[src/rtl/timer_irq_pkg.sv]
// timer_irq_pkg: state encoding and parameter defaults shared by the timer interrupt controller.
package timer_irq_pkg;

  localparam logic [1:0] ST_IDLE    = 2'd0;
  localparam logic [1:0] ST_REQ     = 2'd1;
  localparam logic [1:0] ST_SERVICE = 2'd2;
  localparam logic [1:0] ST_CLEAR   = 2'd3;

  localparam int TIMEOUT_CYC_DEFAULT = 256;

  typedef enum logic [1:0] {
    S_IDLE    = ST_IDLE,
    S_REQ     = ST_REQ,
    S_SERVICE = ST_SERVICE,
    S_CLEAR   = ST_CLEAR
  } state_e;

endpackage

[src/rtl/timer_irq_prio_enc.sv]
// timer_irq_prio_enc: fixed-priority encoder, lowest set index wins.
module timer_irq_prio_enc
  import timer_irq_pkg::*;
#(
  parameter int NUM_SRC = 4,
  parameter int ID_W    = 2
) (
  input  logic [NUM_SRC-1:0] cand,
  output logic               valid,
  output logic [ID_W-1:0]    idx
);

  // Scan from the top so the lowest set index is the last one written.
  always_comb begin
    valid = 1'b0;
    idx   = '0;
    for (int i = NUM_SRC - 1; i >= 0; i--) begin
      if (cand[i]) begin
        valid = 1'b1;
        idx   = ID_W'(i);
      end else begin
        valid = valid;
        idx   = idx;
      end
    end
  end

endmodule

[src/rtl/timer_irq_ctrl.sv]
// timer_irq_ctrl: latches timer interrupt edges, arbitrates by fixed priority and runs the
// req/ack/eoi handshake; define TIMER_IRQ_TIMEOUT_EN to add the service timeout.
module timer_irq_ctrl
  import timer_irq_pkg::*;
#(
  parameter int NUM_SRC     = 4,
  parameter int ID_W        = 2,
  parameter int TIMEOUT_CYC = TIMEOUT_CYC_DEFAULT
) (
  input  logic               clk,
  input  logic               rst,
  input  logic [NUM_SRC-1:0] irq_in,
  input  logic [NUM_SRC-1:0] mask,
  input  logic               irq_ack,
  input  logic               eoi,
  output logic               irq_req,
  output logic [ID_W-1:0]    irq_id,
  output logic [NUM_SRC-1:0] src_clear,
  output logic [NUM_SRC-1:0] pending,
  output logic               timeout_flag
);

  if (TIMEOUT_CYC < 1 || TIMEOUT_CYC > 65536 || (1 << ID_W) < NUM_SRC) begin : g_param_check
    $error("timer_irq_ctrl: illegal parameter combination");
  end

  state_e               state_q, state_d;
  logic [NUM_SRC-1:0]   irq_q, irq_d;
  logic [NUM_SRC-1:0]   pending_q, pending_d;
  logic [NUM_SRC-1:0]   src_clear_q, src_clear_d;
  logic                 irq_req_q, irq_req_d;
  logic [ID_W-1:0]      irq_id_q, irq_id_d;
  logic [NUM_SRC-1:0]   id_onehot;
  logic                 enc_valid;
  logic [ID_W-1:0]      enc_idx;
  logic                 tmo_hit;

  timer_irq_prio_enc #(
    .NUM_SRC (NUM_SRC),
    .ID_W    (ID_W)
  ) u_prio_enc (
    .cand  (pending_q & ~mask),
    .valid (enc_valid),
    .idx   (enc_idx)
  );

  // Edge latch: a fresh rising edge beats the clear of the serviced source.
  always_comb begin
    irq_d     = irq_in;
    pending_d = (pending_q & ~src_clear_q) | (irq_in & ~irq_q);
    for (int i = 0; i < NUM_SRC; i++) begin
      id_onehot[i] = (irq_id_q == ID_W'(i));
    end
  end

  // Handshake sequencing; outputs are precomputed so they leave straight from flops.
  always_comb begin
    state_d     = state_q;
    irq_req_d   = irq_req_q;
    irq_id_d    = irq_id_q;
    src_clear_d = '0;
    case (state_q)
      S_IDLE: begin
        if (enc_valid) begin
          state_d   = S_REQ;
          irq_req_d = 1'b1;
          irq_id_d  = enc_idx;
        end else begin
          state_d = S_IDLE;
        end
      end
      S_REQ: begin
        if (irq_ack) begin
          state_d   = S_SERVICE;
          irq_req_d = 1'b0;
        end else begin
          state_d = S_REQ;
        end
      end
      S_SERVICE: begin
        if (eoi || tmo_hit) begin
          state_d     = S_CLEAR;
          src_clear_d = id_onehot;
        end else begin
          state_d = S_SERVICE;
        end
      end
      S_CLEAR: state_d = S_IDLE;
      default: begin
        state_d   = S_IDLE;
        irq_req_d = 1'b0;
      end
    endcase
  end

  // State and output registers.
  always_ff @(posedge clk) begin
    if (!rst) begin
      state_q     <= S_IDLE;
      irq_q       <= '0;
      pending_q   <= '0;
      src_clear_q <= '0;
      irq_req_q   <= 1'b0;
      irq_id_q    <= '0;
    end else begin
      state_q     <= state_d;
      irq_q       <= irq_d;
      pending_q   <= pending_d;
      src_clear_q <= src_clear_d;
      irq_req_q   <= irq_req_d;
      irq_id_q    <= irq_id_d;
    end
  end

`ifdef TIMER_IRQ_TIMEOUT_EN
  localparam logic [15:0] TMO_LAST = 16'(TIMEOUT_CYC - 1);

  logic [15:0] tmo_cnt_q, tmo_cnt_d;
  logic        tmo_flag_q, tmo_flag_d;

  // Counter only advances in SERVICE, so it restarts at zero on each entry.
  always_comb begin
    tmo_hit    = 1'b0;
    tmo_cnt_d  = 16'd0;
    tmo_flag_d = tmo_flag_q;
    if (state_q == S_SERVICE) begin
      tmo_hit    = (tmo_cnt_q == TMO_LAST);
      tmo_cnt_d  = tmo_cnt_q + 16'd1;
      tmo_flag_d = tmo_flag_q | (tmo_hit & ~eoi);
    end else begin
      tmo_hit = 1'b0;
    end
  end

  // Timeout registers; the flag is sticky until reset.
  always_ff @(posedge clk) begin
    if (!rst) begin
      tmo_cnt_q  <= 16'd0;
      tmo_flag_q <= 1'b0;
    end else begin
      tmo_cnt_q  <= tmo_cnt_d;
      tmo_flag_q <= tmo_flag_d;
    end
  end

  assign timeout_flag = tmo_flag_q;
`else
  assign tmo_hit      = 1'b0;
  assign timeout_flag = 1'b0;
`endif

  assign irq_req   = irq_req_q;
  assign irq_id    = irq_id_q;
  assign src_clear = src_clear_q;
  assign pending   = pending_q;

endmodule

[config.mk]
export PLATFORM = sky130hd
export DESIGN_NAME = timer_irq_ctrl
export DESIGN_NICKNAME = d
export VERILOG_FILES = /design/src/rtl/timer_irq_pkg.sv /design/src/rtl/timer_irq_prio_enc.sv /design/src/rtl/timer_irq_ctrl.sv
export SDC_FILE = /design/constraint.sdc
export NUM_CORES = 1
export LEC_CHECK = 0
export BUFFER_PORTS_ARGS = -buffer_cell sky130_fd_sc_hd__buf_4
export CAP_MARGIN = 0
export CORE_MARGIN = 2
export CORE_UTILIZATION = 30
export DETAILED_ROUTE_END_ITERATION = 8
export GPL_TIMING_DRIVEN = 1
export MAX_ROUTING_LAYER = met4
export PLACE_DENSITY = 0.63
export REMOVE_ABC_BUFFERS = 1
export SYNTH_ARGS = -nofsm -noshare
export SYNTH_HDL_FRONTEND = slang
export SYNTH_SLANG_ARGS = --single-unit
[constraint.sdc]
create_clock -name clk -period 2.6 [get_ports clk]
set_clock_uncertainty 0.05 [all_clocks]
set_input_delay 0.78 -clock clk [delete_from_list [all_inputs] [get_ports clk]]
set_output_delay 0.78 -clock clk [all_outputs]
set_load 0.03 [all_outputs]
==> flow_metrics.py <==
metrics = {
    "sta": {
        "rsz0062_at_grt": "false",
        "finalSetupTns_ps": 0,
        "setup-violations-final": 0,
        "fin_crit_ps": 1750,
        "hold_viol": 0,
        "drv_slew": 0,
        "min_period_over_period_pct": 67.3,
        "fin_ws_ps": 851,
        "fmax_ghz": 0.572,
    },
    "worst_setup_path": {
        "arrival_ps": 920,
        "critPathLaunchType": "register",
        "regToRegEndpoint": "irq_req",
        "cp_num_cells": 1,
        "slowest_delay_ps": 430,
        "rr_worst_depth": 3,
        "path_max_fanout": 6,
        "crit_buf_inv": 1,
        "critPathKind": "register to output port",
        "crit_end": "irq_id[1]",
        "endpoint_kind": "output port",
        "cp_cell_sequence": "buf_4",
        "reg2reg_setup_slack_ps": 1460,
        "crit_start": "irq_id[1]",
        "cpLargestDelayFamily": "flip-flops",
        "slowest_stage": "dfxtp_1",
        "required_ps": 1770,
        "timing.rr.start": "pending[3]",
    },
    "clock_tree": {
        "cts_setup_buffers": 0,
        "root_buffer": "clkbuf_4",
        "clock_latency_ps": 290,
        "cts_buffers": 3,
        "cts_tree": "done",
        "cts_sinks": 17,
        "clockBufferDepth": 2,
        "clk_pin_slew_ps": 90,
        "cts_resized": 0,
        "hold_buffers": 0,
        "htree_levels": 1,
    },
    "floorplan": {
        "die_h_um": 50.8,
        "die_x_um": 50.8,
        "placementRows": 16,
        "initial_core_util_pct": 32.5,
        "die_area_sq_mm": 0.00258,
        "core-area_sq_mm": 0.00202,
        "top_level_ports": 24,
    },
    "synthesis": {
        "syn_inst": 67,
        "yosysUniqueCellTypes": 28,
        "yosysWarnings": 0,
        "syn_area_sq_um": 657,
        "post_synth.cell_area_avg_sq_um": 9.80,
        "synth_top_area_share_pct": 51.8,
        "yosys_register_bits": 17,
        "synth.area.top_cells": "dfxtp_1 52%, a21oi_1 3.8%, and2_1 3.8%",
        "yosysSeqAreaShare_pct": 51.8,
        "synth_area_leader_cell": "dfxtp_1",
    },
    "power": {
        "ir_drop_v": 0.000211,
        "p_leak_nw": 0.409,
        "power_density_mw_per_mm2": 619,
    },
    "drt": {
        "drt_iter0_markers": 8,
        "dr.max_layer_used": "met4",
        "wl_met1_um": 551,
        "wl_per_cell_um": 10.8,
        "vias_per_cell": 4.61,
        "vias": 548,
        "routed_wl_um": 1290,
        "met2_length_um": 612,
        "wl_met3_um": 82,
        "postRouteAntennaNets": 0,
        "firstDrtPassIters": 4,
        "drc": 0,
    },
    "min_path": {
        "hp-class": "register to register",
        "hold_depth": 2,
    },
    "placement": {
        "dp_slack_ps": 944,
        "placed_area_sq_um": 848,
        "port_buffers": 22,
        "hpwl_um": 993,
        "routabilityCongestion": 0.790,
    },
    "grt": {
        "grtUsageTotal_pct": 12.3,
        "grt_max_degree": 10,
        "grt_overflow": 0,
        "grt_pass1_wl_um": 2170,
        "antenna_found_initial": 0,
        "grt_pass1_vias": 498,
    },
    "outcome": {
        "status": "finished, final reports clean",
    },
    "finish": {
        "drive_gt1_share_pct": 33.7,
        "antennaDiodeCount": 0,
        "layout_commonest_cell": "buf_4",
        "finalNetCount": 105,
        "final_cell_area_sq_um": 875,
        "final_cell_mix": "22 x buf_4, 17 x dfxtp_1, 6 x inv_1, 5 x a21oi_1",
        "filler_cell_count": 201,
        "area_delta_synth_final_pct": 33.1,
    },
    "job": {
        "cap_violations": 0,
    },
}
[routing by layer]
| metal | vias to the layer above | track usage, % |
|---|---|---|
| li1 | 274 | - |
| met1 | 252 | 12.8 |
| met2 | 18 | 19.1 |
| met3 | 4 | 3.27 |
| met4 | 0 | 10.8 |
| met5 | - | - |
[flip-flops by register name, indices dropped and copies added (netlist names), named ones only]
register and flops:
src_clear 4, irq_id 2, irq_q 4, state_q 1, irq_req 1, pending 4
[Yosys cell counts]
| cell type | number |
|---|---|
| and2_1 | 4 |
| or2b_1 | 1 |
| nand2b_1 | 3 |
| o21ai_2 | 1 |
| inv_1 | 6 |
| nor2_4 | 1 |
| dfxtp_1 | 17 |
| nor2_1 | 4 |
| buf_4 | 1 |
| and4b_1 | 1 |
| o32ai_1 | 1 |
| o21a_1 | 1 |
| a21oi_1 | 5 |
| and2b_1 | 1 |
| conb_1 | 1 |
| nand3b_1 | 1 |
| o41ai_2 | 1 |
| o21ai_0 | 1 |
| nand2_1 | 4 |
| nor2b_4 | 1 |
| o211a_1 | 1 |
| o22ai_1 | 2 |
| inv_2 | 1 |
| nor3b_1 | 1 |
| nor2b_1 | 2 |
| a31oi_1 | 1 |
| a221oi_2 | 1 |
| and3_1 | 2 |
[logic make-up (layout without fill, tap and decap cells)]
logic type	count (synthesis)	after routing	synth area share [%]
AO/OA/AOI/OAI	15	15	17.5
other	1	1	0.571
flip-flops	17	17	51.8
buffers and inverters	8	33	5.14
AND/OR/NAND/NOR	26	26	25.0
[per-stage QoR]
step / util (%) / hold slack, ps / std cells / power (W)
2_1_floorplan: - / 412 / 66 / 0.000367
3_3_place_gp: 42.0 / 409 / 115 / 0.000408
3_5_place_dp: 42.0 / 413 / 115 / 0.000411
4_1_cts: 43.3 / 435 / 119 / 0.000546
5_1_grt: 43.3 / 454 / 119 / 0.000565
6_report: 43.3 / 432 / 119 / 0.000541
[power breakdown]
part,switching (W),internal [W]
Clock,0.0000783,0.0000597
Sequential,0.0000156,0.000278
Combinational,0.0000590,0.0000506
[area by class of cell]
type / instances / area [sq um] / area share, %
Timing Repair Buffer: 22 / 165 / 18.9
Sequential cell: 17 / 340 / 38.9
Inverter: 7 / 26.3 / 3.00
Multi-Input combinational cell: 42 / 283 / 32.3
Clock buffer: 4 / 26.3 / 3.00
Tap cell: 27 / 33.8 / 3.86
[worst min path at each step]
stage	end	slack [ps]	from
final	src_clear[1]	430	irq_id[0]
after CTS	src_clear[1]	430	irq_id[0]
after global routing	irq_req	450	irq_req
after floorplan	pending[3]	410	irq_q[3]
after global placement	irq_req	410	irq_req
after detailed placement	src_clear[1]	410	irq_id[0]
Power figures use the tool's default switching activity.
